$ cat src/rtl/cpu_step_ctrl.sv
`default_nettype none
// ============================================================================
// Module  : cpu_step_ctrl
// Brief   : HALT/STEP/RUN debug controller driving a CPU clock enable, with
//           PC breakpoints, a retire counter and an optional retire-trace FIFO
//           compiled in by defining CPU_STEP_TRACE_EN.
// Revision: 1.0
// ============================================================================
module cpu_step_ctrl #(
  parameter int XLEN        = 32,
  parameter int BP_NUM      = 2,
  parameter int CNT_W       = 16,
  parameter int TRACE_DEPTH = 16
) (
  input  logic                     clk,
  input  logic                     rst_n,
  input  logic                     step_req,
  input  logic                     run_req,
  input  logic                     halt_req,
  input  logic [CNT_W-1:0]         step_cnt,
  input  logic [BP_NUM-1:0]        bp_en,
  input  logic [BP_NUM*XLEN-1:0]   bp_addr,
  input  logic [XLEN-1:0]          pc_i,
  input  logic [31:0]              inst_i,
  input  logic                     fetch_i,
  output logic                     cpu_ce,
  output logic                     halted,
  output logic [BP_NUM-1:0]        bp_hit,
  output logic [CNT_W-1:0]         retired,
  input  logic                     trace_rd,
  output logic [XLEN-1:0]          trace_pc,
  output logic [31:0]              trace_inst,
  output logic                     trace_empty,
  output logic                     trace_full,
  output logic                     trace_ovf
);

  localparam logic [1:0] ST_HALT = 2'd0;
  localparam logic [1:0] ST_STEP = 2'd1;
  localparam logic [1:0] ST_RUN  = 2'd2;

  logic [1:0]        state_q, state_d;
  logic [CNT_W-1:0]  remaining_q, remaining_d;
  logic [CNT_W-1:0]  retired_q, retired_d;
  logic [BP_NUM-1:0] bp_hit_q, bp_hit_d;
  logic              step_dly_q, run_dly_q;
  logic [BP_NUM-1:0] bp_match;
  logic              step_edge, run_edge, retire;

  assign step_edge = step_req & ~step_dly_q;
  assign run_edge  = run_req & ~run_dly_q;
  assign retire    = (state_q != ST_HALT) & fetch_i;

  genvar g;
  for (g = 0; g < BP_NUM; g++) begin : g_bp
    assign bp_match[g] = bp_en[g] && (pc_i == bp_addr[g*XLEN +: XLEN]);
  end

  always_ff @(posedge clk or negedge rst_n) begin
    if (!rst_n) begin
      state_q     <= ST_HALT;
      remaining_q <= '0;
      retired_q   <= '0;
      bp_hit_q    <= '0;
      step_dly_q  <= 1'b0;
      run_dly_q   <= 1'b0;
    end else begin
      state_q     <= state_d;
      remaining_q <= remaining_d;
      retired_q   <= retired_d;
      bp_hit_q    <= bp_hit_d;
      step_dly_q  <= step_req;
      run_dly_q   <= run_req;
    end
  end

  always_comb begin
    state_d     = state_q;
    remaining_d = remaining_q;
    bp_hit_d    = bp_hit_q;
    retired_d   = retired_q + CNT_W'(retire);
    case (state_q)
      ST_HALT: begin
        if (!halt_req) begin
          if (step_edge) begin
            state_d     = ST_STEP;
            remaining_d = (step_cnt == '0) ? CNT_W'(1) : step_cnt;
            bp_hit_d    = '0;
          end else if (run_edge) begin
            state_d  = ST_RUN;
            bp_hit_d = '0;
          end
        end
      end
      ST_STEP: begin
        if (retire) begin
          remaining_d = remaining_q - CNT_W'(1);
          if (remaining_q == CNT_W'(1)) state_d = ST_HALT;
          if (|bp_match) begin
            bp_hit_d = bp_hit_q | bp_match;
            state_d  = ST_HALT;
          end
        end
      end
      ST_RUN: begin
        if (retire && |bp_match) begin
          bp_hit_d = bp_hit_q | bp_match;
          state_d  = ST_HALT;
        end
      end
      default: state_d = ST_HALT;
    endcase
    if (halt_req) state_d = ST_HALT;
  end

  always_comb begin
    cpu_ce  = (state_q != ST_HALT);
    halted  = (state_q == ST_HALT);
    bp_hit  = bp_hit_q;
    retired = retired_q;
  end

`ifdef CPU_STEP_TRACE_EN
  localparam int AW = $clog2(TRACE_DEPTH);
  localparam int CW = AW + 1;

  logic [XLEN+31:0] mem_q [TRACE_DEPTH];
  logic [AW-1:0]    wr_ptr_q, wr_ptr_d, rd_ptr_q, rd_ptr_d;
  logic [CW-1:0]    count_q, count_d;
  logic             ovf_q, ovf_d;
  logic             t_empty, t_full, t_pop, t_push;
  logic [XLEN+31:0] rd_data;

  assign t_empty = (count_q == '0);
  assign t_full  = (count_q == CW'(TRACE_DEPTH));
  assign t_pop   = trace_rd & ~t_empty;
  // A pop in the same cycle frees the slot the push needs, even when full.
  assign t_push  = retire & (~t_full | t_pop);
  assign rd_data = mem_q[rd_ptr_q];

  always_comb begin
    wr_ptr_d = wr_ptr_q + AW'(t_push);
    rd_ptr_d = rd_ptr_q + AW'(t_pop);
    count_d  = count_q + CW'(t_push) - CW'(t_pop);
    ovf_d    = ovf_q | (retire & t_full & ~t_pop);
  end

  always_ff @(posedge clk or negedge rst_n) begin
    if (!rst_n) begin
      wr_ptr_q <= '0;
      rd_ptr_q <= '0;
      count_q  <= '0;
      ovf_q    <= 1'b0;
    end else begin
      wr_ptr_q <= wr_ptr_d;
      rd_ptr_q <= rd_ptr_d;
      count_q  <= count_d;
      ovf_q    <= ovf_d;
    end
  end

  always_ff @(posedge clk) begin
    if (t_push) mem_q[wr_ptr_q] <= {pc_i, inst_i};
  end

  always_comb begin
    trace_empty = t_empty;
    trace_full  = t_full;
    trace_ovf   = ovf_q;
    trace_pc    = t_empty ? '0 : rd_data[XLEN+31:32];
    trace_inst  = t_empty ? '0 : rd_data[31:0];
  end
`else
  logic unused_trace;
  assign unused_trace = ^{trace_rd, inst_i, TRACE_DEPTH[0]};

  always_comb begin
    trace_empty = 1'b1;
    trace_full  = 1'b0;
    trace_ovf   = 1'b0;
    trace_pc    = '0;
    trace_inst  = '0;
  end
`endif

endmodule
`default_nettype wire
$ cat config.mk
export PLATFORM = sky130hd
export DESIGN_NAME = cpu_step_ctrl
export DESIGN_NICKNAME = d
export VERILOG_FILES = /design/src/rtl/cpu_step_ctrl.sv
export SDC_FILE = /design/constraint.sdc
export NUM_CORES = 1
export LEC_CHECK = 0
export ABC_AREA = 1
export BUFFER_PORTS_ARGS = -buffer_cell sky130_fd_sc_hd__buf_2
export CAP_MARGIN = 20
export CORE_AREA = 2 2 96 98
export CTS_CLUSTER_SIZE = 25
export DETAILED_ROUTE_END_ITERATION = 8
export DIE_AREA = 0 0 98 100
export PLACE_DENSITY = 0.95
export SLEW_MARGIN = 20
export SYNTH_ARGS = -nofsm -noshare
export SYNTH_HDL_FRONTEND = slang
export SYNTH_SLANG_ARGS = --single-unit
$ cat constraint.sdc
create_clock -name clk -period 4.8 [get_ports clk]
set_input_delay 0.48 -clock clk [delete_from_list [all_inputs] [get_ports clk]]
set_output_delay 0.48 -clock clk [all_outputs]
set_load 0.1 [all_outputs]
==> results.sh, run 1 <==
export IMPL_path_clk_slew_ns=0.08
export IMPL_synth_cell_types=41
export IMPL_fillers=847
export IMPL_vias_per_cell=4.76
export IMPL_routed_top_layer="met4"
export IMPL_start_util=0.475
export IMPL_fp_coreArea_um2=8890
export IMPL_grt_pass1_vias=3905
export IMPL_cts_sinks=38
export IMPL_r2r_slack_ns=1.68
export IMPL_slew_headroom=0.347
export IMPL_cp_required_ns=5.02
export IMPL_max_freq_mhz=321
export IMPL_place_hpwl_um=8510
export IMPL_portBuffers=139
export IMPL_routabilityCongestion=0.895
export IMPL_drive_gt1_frac=0.248
export IMPL_hold_viol=0
export IMPL_path_class="register to register"
export IMPL_slowest_stage="a21oi_2"
export IMPL_path_cells="inv_1 -> ha_1 -> inv_2 -> a21oi_2 -> inv_2 -> a21oi_1 -> o21ai_1 -> o21ai_0"
export IMPL_wl_met3_um=647
export IMPL_grt_start_max_net_pins=39
export IMPL_crit_path_max_fanout=24
export IMPL_worstRegToRegCells=8
export IMPL_setup_viol=0
export IMPL_layout_nets=960
export IMPL_grt_pass1_wl_um=16700
export IMPL_cts_tree="done"
export IMPL_ys_seq_area_frac=0.225
export IMPL_power_density_nw_per_um2=397
export IMPL_hold_class="input pin to asynchronous set/reset pin"
export IMPL_skew_ns=0.00872
export IMPL_synth_area_leaders="dfrtp_1 (23%), nand2_1 (14%), buf_4 (12%)"
export IMPL_cpMostUsedCell="inv_2"
export IMPL_synthToLayoutAreaGrowth_pct=15.6
export IMPL_post_cts_setup_buffer_count=0
export IMPL_synth_area_per_cell_um2=6.39
export IMPL_cp_num_buf_inv=3
export IMPL_antenna_found_initial=0
export IMPL_drt_met1_wl_um=4260
export IMPL_internal_power_uw=830
export IMPL_cts_buffers=5
export IMPL_drt_iter0_drc=208
export IMPL_grt_ovfl_total=0
export IMPL_vdd_drop_max_mv=0.216
export IMPL_wirelength_um=10200
export IMPL_wl_met2_um=5030
export IMPL_synth_flop_cell="dfrtp_1"
export IMPL_syn_inst=660
export IMPL_synth_seq_cells=38
export IMPL_worstMarginPinSlew_ns=0.979
export IMPL_seqCellArea_um2=951
export IMPL_post_route_drc_count=0
export IMPL_root_buffer="clkbuf_8"
export IMPL_seqPwrFrac=0.263
export IMPL_post_synth_top_area_cell="dfrtp_1"
export IMPL_diodes=0
export IMPL_synth_most_common_cell="nand2_1"
export IMPL_combPwrFrac=0.596
export IMPL_status="finished, final reports clean"
export IMPL_p_leak_nw=2.84
export IMPL_cts_resized=0
export IMPL_synth_area_um2=4220
export IMPL_holdBufCountCts=0
export IMPL_switching_share=0.571
export IMPL_start_kind="register"
export IMPL_num_rows=35
export IMPL_dieArea_um2=9800
export IMPL_multiInputGateArea_um2=2570
export IMPL_period_share=0.649
export IMPL_place_area_um2=4770
export IMPL_r2r_start="state_q[1]"
export IMPL_finalMaxSlewViolations=0
export IMPL_grt_use_total=0.203
export IMPL_power_share_clock=0.141
export IMPL_synth_top_cells_by_count="nand2_1 (161), inv_1 (97), nor2_1 (70)"
export IMPL_drtAntennaViolNets=0
export IMPL_reg2reg_to="remaining_q[10]"
export IMPL_firstDrtPassIters=6
export IMPL_async_flop_share=1.00
export IMPL_tns_ns=0
export IMPL_stdcell_area_um2=4880
export IMPL_power_switching_mw=1.11
export IMPL_synth_top_area_frac=0.225
export IMPL_die_h_um=100
export IMPL_clock_latency_ns=0.30
export IMPL_crit_path_max_incr_delay_ns=0.82
export IMPL_wl_per_cell_um=11.1
export IMPL_pin_count=240
export IMPL_htreeDepth=2
export IMPL_fp_dieW_um=98
export IMPL_end_kind="register"
export IMPL_vias=4333
export IMPL_cts_max_path_buffers=2
export IMPL_synth_edff_count=0
export IMPL_crit_arrival_ns=3.34
export IMPL_maxCapViolations=0
export IMPL_yosys_warnings=0
export IMPL_rsz0062_at_grt="no"
export IMPL_period_needed_ns=3.12
export IMPL_crit_family="compound AO/OA/AOI/OAI gates"
per-stage QoR:
step | setup WS, ns | hold slack [ns] | power, mW | std cells | util
4_1_cts | 1.74 | 0.297 | 1.93 | 911 | 0.549
2_1_floorplan | 1.25 | 0.184 | 1.49 | 725 | -
5_1_grt | 1.45 | 0.295 | 2.06 | 911 | 0.549
3_5_place_dp | 1.74 | 0.478 | 1.66 | 903 | 0.537
6_report | 1.68 | 0.279 | 1.93 | 911 | 0.549
3_3_place_gp | 1.87 | 0.448 | 1.63 | 903 | 0.537
routing by layer:
layer,vias to the layer above,GRT usage
li1,2205,-
met1,1934,0.255
met2,170,0.367
met3,24,0.0251
met4,0,0.0609
met5,-,0
layout by cell type (no fill, tap or decap), types with 3 or more instances in the layout:
master	netlist	routed
a21oi_1	9	9
buf_2	2	139
clkbuf_8	0	5
conb_1	2	67
dfrtp_1	38	38
ha_1	8	8
inv_1	97	97
inv_2	12	12
nand2_1	161	161
nand2_2	12	12
nand3_1	41	41
nand3_2	7	7
nand4_1	21	21
nor2_1	70	70
nor2_2	5	5
nor2_4	3	3
nor3_1	6	6
nor4_1	4	4
o211ai_1	4	4
o21ai_0	20	20
o22ai_1	4	4
or2_2	4	4
xnor2_1	24	24
xor2_1	19	19
power groups by stage:
stage / Clock (mW) / Sequential, mW / Combinational (mW)
after floorplan: 0 / 0.677 / 0.809
after global placement: 0 / 0.504 / 1.12
after detailed placement: 0 / 0.509 / 1.15
after CTS: 0.276 / 0.506 / 1.15
after global routing: 0.292 / 0.524 / 1.24
final: 0.273 / 0.509 / 1.15
flip-flops by register name, indices dropped and copies added, names as in the netlist:
register     count
remaining_q     16
retired         16
bp_hit           2
state_q          2
run_dly_q        1
step_dly_q       1
layout make-up:
class,instances,share of cell area
Clock buffer,5,0.0141
Clock inverter,3,0.00821
Inverter,109,0.0839
Multi-Input combinational cell,506,0.528
Sequential cell,38,0.195
Tap cell,111,0.0285
Timing Repair Buffer,139,0.143
cells by family after synthesis:
kind of cell               Yosys count  share of synthesized area
DFF                                 38                      0.225
and+or+nand+nor                    342                      0.373
AOI/OAI and AO/OA                   46                     0.0644
other                                2                    0.00178
adders and majority gates            8                     0.0237
xor gates and xnor gates            43                     0.0893
buffers and inverters              181                      0.222
worst max path at each step:
| stage | start | end | slack, ns | cells past startpoint |
|---|---|---|---|---|
| CTS | state_q[1] | remaining_q[10] | 1.74 | 8 |
| global placement | state_q[1] | remaining_q[10] | 1.87 | 8 |
| global route | state_q[1] | remaining_q[10] | 1.45 | 8 |
| floorplan | state_q[0] | retired[14] | 1.25 | 13 |
| detailed placement | state_q[1] | remaining_q[10] | 1.74 | 8 |
| finish | state_q[1] | remaining_q[10] | 1.68 | 8 |
(Power assumes the default switching activity.)
==> run 2, diff against run 1 <==
CORE_AREA = 2 2 99 101   (was 2 2 96 98)
DIE_AREA = 0 0 101 103   (was 0 0 98 100)
PLACE_DENSITY = 0.9   (was 0.95)
clock period = 3.1 ns   (was 4.8 ns; I/O delays follow)
==> run 2 against run 1 <==
  * Core utilization decreased by 3.0 points
  * Sequential share of layout area decreased by 0.12 points
  * Worst setup slack got worse by 1.1 ns
  * Final area increased by 0.62%
  * Highest routed layer unchanged
  * Sequential power increased by 54%
  * Power increased by 56%
  * Largest power group unchanged
  * Global-route usage decreased by 0.98 points
  * Register-to-register slack got worse by 1.1 ns
==> results.sh, run 2 (synthesized netlist as in run 1, its figures left out) <==
export IMPL_status="finished, final reports clean"
export IMPL_path_cells="inv_1 -> ha_2 -> clkinvlp_4 -> nand2_1 -> inv_1 -> ha_1 -> ha_1 -> nand3_1 -> nor2_1 -> nand3_1 -> nor3b_2 -> nand4_1 -> xnor2_1"
export IMPL_crit_path_max_incr_delay_ns=0.41
export IMPL_layout_nets=962
export IMPL_vias_per_cell=4.64
export IMPL_max_freq_mhz=402
export IMPL_path_class="register to register"
export IMPL_cp_required_ns=3.30
export IMPL_holdBufCountCts=0
export IMPL_post_cts_setup_buffer_count=0
export IMPL_slew_headroom=0.443
export IMPL_vias=4253
export IMPL_crit_start="state_q[0]"
export IMPL_cts_max_path_buffers=2
export IMPL_post_route_drc_count=0
export IMPL_num_rows=36
export IMPL_cts_sinks=38
export IMPL_reg2reg_to="retired[14]"
export IMPL_firstDrtPassIters=4
export IMPL_r2r_slack_ns=0.61
export IMPL_dp_cells=908
export IMPL_hold_viol=0
export IMPL_cts_resized=0
export IMPL_drt_iter0_drc=149
export IMPL_fp_dieW_um=101
export IMPL_period_needed_ns=2.49
export IMPL_place_area_um2=4790
export IMPL_maxCapViolations=0
export IMPL_pin_count=240
export IMPL_dieArea_um2=10400
export IMPL_cp_num_buf_inv=3
export IMPL_root_buffer="clkbuf_8"
export IMPL_crit_arrival_ns=2.69
export IMPL_crit_path_max_fanout=5
export IMPL_slowest_stage="dfrtp_1"
export IMPL_wirelength_um=10200
export IMPL_wl_per_cell_um=11.1
export IMPL_tns_ns=0
export IMPL_grt_pass1_wl_um=16400
export IMPL_r2r_start="state_q[0]"
export IMPL_p_leak_nw=2.83
export IMPL_grt_start_max_net_pins=39
export IMPL_end_kind="register"
export IMPL_cts_buffers=5
export IMPL_power_density_nw_per_um2=616
export IMPL_setup_viol=0
export IMPL_grt_pass1_vias=3836
export IMPL_worstMarginPinSlew_ns=0.835
export IMPL_stdcell_area_um2=4910
export IMPL_grt_use_total=0.194
export IMPL_htreeDepth=2
export IMPL_clock_latency_ns=0.30
export IMPL_hold_class="input pin to asynchronous set/reset pin"
export IMPL_cts_tree="done"
export IMPL_layout_common_cells="nand2_1 (161), buf_2 (139), inv_1 (96)"
export IMPL_portBuffers=139
export IMPL_grt_ovfl_total=0
export IMPL_routabilityCongestion=0.865
export IMPL_final_common_cell="nand2_1"
export IMPL_synthToLayoutAreaGrowth_pct=16.3
export IMPL_vdd_drop_max_mv=0.364
export IMPL_die_h_um=103
export IMPL_drtAntennaViolNets=0
export IMPL_start_util=0.446
export IMPL_start_kind="register"
export IMPL_fp_coreArea_um2=9460
export IMPL_stdcell_count=916
export IMPL_crit_family="simple AND/OR/NAND/NOR gates"
export IMPL_skew_ns=0.00900
export IMPL_rsz0062_at_grt="no"
export IMPL_drive_gt1_frac=0.252
export IMPL_finalMaxSlewViolations=0
export IMPL_place_hpwl_um=8650
export IMPL_path_clk_slew_ns=0.09
export IMPL_diodes=0
export IMPL_worstRegToRegCells=13
export IMPL_period_share=0.802
export IMPL_antenna_found_initial=0
[run 2: cell count changes in the layout (fill, tap and decap cells not counted)]
cell / before / now
ha_1: 8 / 7
clkinv_2: 2 / 0
inv_1: 97 / 96
buf_4: 0 / 2
clkinvlp_4: 0 / 3
ha_2: 0 / 1
[run 2: layer usage]
metal	vias up	wire [um]	track usage
met4	0	193	0.0468
met3	22	563	0.0353
met2	150	5000	0.349
met5	-	0	0
li1	2208	-	-
met1	1873	4420	0.241
[run 2: worst max-delay path by stage]
| stage | to | cells past startpoint |
|---|---|---|
| final | retired[14] | 13 |
| after global routing | retired[14] | 13 |
| after CTS | retired[14] | 13 |
| after detailed placement | retired[14] | 13 |
| after global placement | retired[14] | 13 |
| after floorplan | retired[14] | 13 |
[run 2: report_power, final]
| part | switching (mW) | internal [mW] | leakage (nW) |
|---|---|---|---|
| sequential | 0.136 | 0.646 | 0.478 |
| combinational | 1.39 | 0.413 | 2.30 |
| clock | 0.201 | 0.240 | 0.0504 |
[run 2: final cells by class]
cell class / count / area (um^2)
clock inverters: 3 / 45.0
well taps: 114 / 143
clock buffers: 5 / 68.8
flip-flops and latches: 38 / 951
inverters: 109 / 413
repair buffers: 141 / 711
multi-input cells: 506 / 2580
fillers: 911 / 4550
[run 2: metrics by stage]
stage / util / power [mW] / hold WS, ns / worst slack [ns]
after floorplan: - / 2.31 / 0.0144 / 0.0755
after global placement: 0.507 / 2.54 / 0.435 / 0.754
after detailed placement: 0.507 / 2.58 / 0.439 / 0.632
after CTS: 0.519 / 3.02 / 0.124 / 0.607
after global routing: 0.519 / 3.23 / 0.111 / 0.327
final: 0.519 / 3.02 / 0.0933 / 0.613
==> run 3, diff against run 2 <==
clock period = 2.4 ns   (was 3.1 ns; I/O delays follow)
==> run 3 against run 2 <==
  * Combinational power rose by 34%
  * Maximum frequency rose by 13%
  * First-iteration DRC count rose by 29%
  * Worst setup slack got worse by 0.42 ns
  * Via count rose by 1.6%
  * Critical path depth did not move
  * Clock power rose by 25%
==> results.sh, run 3 (synthesized netlist as in run 1, its figures left out) <==
export IMPL_status="finished, final reports clean"
export IMPL_path_cells="inv_2 -> ha_4 -> clkinvlp_4 -> nand2_1 -> inv_2 -> ha_4 -> ha_4 -> nand3_2 -> nor2_2 -> nand3_2 -> nor3b_4 -> nand4_1 -> xnor2_1"
export IMPL_tns_ns=0
export IMPL_cp_required_ns=2.58
export IMPL_r2r_start="state_q[0]"
export IMPL_fillers=908
export IMPL_worstMarginPinSlew_ns=0.836
export IMPL_maxCapViolations=0
export IMPL_vdd_drop_max_mv=1.27
export IMPL_drtAntennaViolNets=0
export IMPL_cts_sinks=38
export IMPL_power_density_nw_per_um2=804
export IMPL_crit_arrival_ns=2.38
export IMPL_fin_ws_ns=0.196
export IMPL_setup_viol=0
export IMPL_final_common_cell="nand2_1"
export IMPL_wirelength_um=10400
export IMPL_combPwrFrac=0.604
export IMPL_crit_start="state_q[0]"
export IMPL_start_kind="register"
export IMPL_switching_share=0.561
export IMPL_cts_tree="done"
export IMPL_clock_latency_ns=0.29
export IMPL_skew_ns=0.00756
export IMPL_routabilityCongestion=0.908
export IMPL_num_rows=36
export IMPL_firstDrtPassIters=4
export IMPL_slew_headroom=0.443
export IMPL_path_clk_slew_ns=0.07
export IMPL_path_class="register to register"
export IMPL_place_hpwl_um=8520
export IMPL_cts_buffers=5
export IMPL_hold_viol=0
export IMPL_power_switching_mw=2.25
export IMPL_cpMostUsedCell="ha_4"
export IMPL_htreeDepth=2
export IMPL_p_leak_nw=2.87
export IMPL_dp_slack_ns=0.181
export IMPL_internal_power_mw=1.76
export IMPL_place_area_um2=4840
export IMPL_worstRegToRegCells=13
export IMPL_power_share_clock=0.138
export IMPL_dieArea_um2=10400
export IMPL_grt_use_total=0.196
export IMPL_synthToLayoutAreaGrowth_pct=17.9
export IMPL_end_kind="register"
export IMPL_drt_met1_wl_um=4410
export IMPL_wl_met2_um=4910
export IMPL_vias=4322
export IMPL_grt_pass1_wl_um=16700
export IMPL_wl_per_cell_um=11.4
export IMPL_antenna_found_initial=0
export IMPL_finalMaxSlewViolations=0
export IMPL_max_freq_mhz=454
export IMPL_fp_dieW_um=101
export IMPL_period_share=0.919
export IMPL_drive_gt1_frac=0.263
export IMPL_diodes=0
export IMPL_crit_path_max_incr_delay_ns=0.41
export IMPL_layout_nets=964
export IMPL_grt_start_max_net_pins=39
export IMPL_drt_iter0_drc=192
export IMPL_routed_top_layer="met4"
export IMPL_die_h_um=103
export IMPL_slowest_stage="dfrtp_1"
export IMPL_grt_pass1_vias=4003
export IMPL_start_util=0.446
export IMPL_wl_met3_um=670
export IMPL_fp_coreArea_um2=9460
export IMPL_vias_per_cell=4.71
export IMPL_root_buffer="clkbuf_8"
export IMPL_fin_util=0.526
export IMPL_pin_count=240
export IMPL_portBuffers=139
export IMPL_hold_class="input pin to asynchronous set/reset pin"
export IMPL_cts_max_path_buffers=2
export IMPL_stdcell_area_um2=4980
export IMPL_post_route_drc_count=0
export IMPL_layout_common_cells="nand2_1 (161), buf_2 (139), inv_1 (93)"
export IMPL_grt_ovfl_total=0
export IMPL_period_needed_ns=2.20
export IMPL_seqPwrFrac=0.258
export IMPL_crit_path_max_fanout=5
## run 3: cell type report
| type | count | area (um^2) | share of cell area |
|---|---|---|---|
| tap | 114 | 143 | 0.0287 |
| multi-input combinational | 506 | 2630 | 0.529 |
| timing repair buffer | 143 | 726 | 0.146 |
| inverter | 109 | 413 | 0.0830 |
| sequential | 38 | 951 | 0.191 |
| clock buffer | 6 | 82.6 | 0.0166 |
| clock inverter | 1 | 30.0 | 0.00603 |
## run 3: per-stage QoR
stage / std cells / hold WS (ns) / power (mW)
final: 917 / 0.0432 / 4.00
after CTS: 915 / 0.0747 / 3.98
after detailed placement: 908 / 0.374 / 3.40
after global placement: 908 / 0.364 / 3.34
after global routing: 917 / 0.0645 / 4.26
after floorplan: 725 / -0.0556 / 3.04
## run 3: worst paths after layout
check                                  end  slack, ns
max                            retired[14]       0.20
min                        remaining_q[15]       0.04
max reg2reg                    retired[14]       0.20
min reg2reg                    retired[15]       0.46
max in group asynchronous       retired[6]       1.81
min in group clk                 run_dly_q       0.08
## run 3: what timing repair did
item / CTS / global route
setup buffers: 0 / 2
hold buffers: 0 / 0
resized for setup: 0 / 1
endpoints found under the setup margin: 0 / 3
## run 3: critical path: cells and delay by family (launching register included)
family | cells | cell delay, ns
buf+inv | 3 | 0.27
xor+xnor | 1 | 0.14
fa+ha+maj | 3 | 0.46
flops | 1 | 0.41
simple gates | 6 | 0.82
## run 3: power groups by stage
| stage | registers (mW) | logic (mW) | clock network, mW |
|---|---|---|---|
| detailed placement | 1.04 | 2.36 | 0 |
| CTS | 1.03 | 2.39 | 0.562 |
| finish | 1.03 | 2.42 | 0.551 |
| global placement | 1.03 | 2.31 | 0 |
| floorplan | 1.37 | 1.67 | 0 |
| global route | 1.06 | 2.61 | 0.589 |
## run 3: layer usage
metal | vias to the layer above | global-route usage
met5 | - | 0
met4 | 0 | 0.0821
met3 | 37 | 0.0312
met1 | 1887 | 0.240
li1 | 2211 | -
met2 | 187 | 0.345
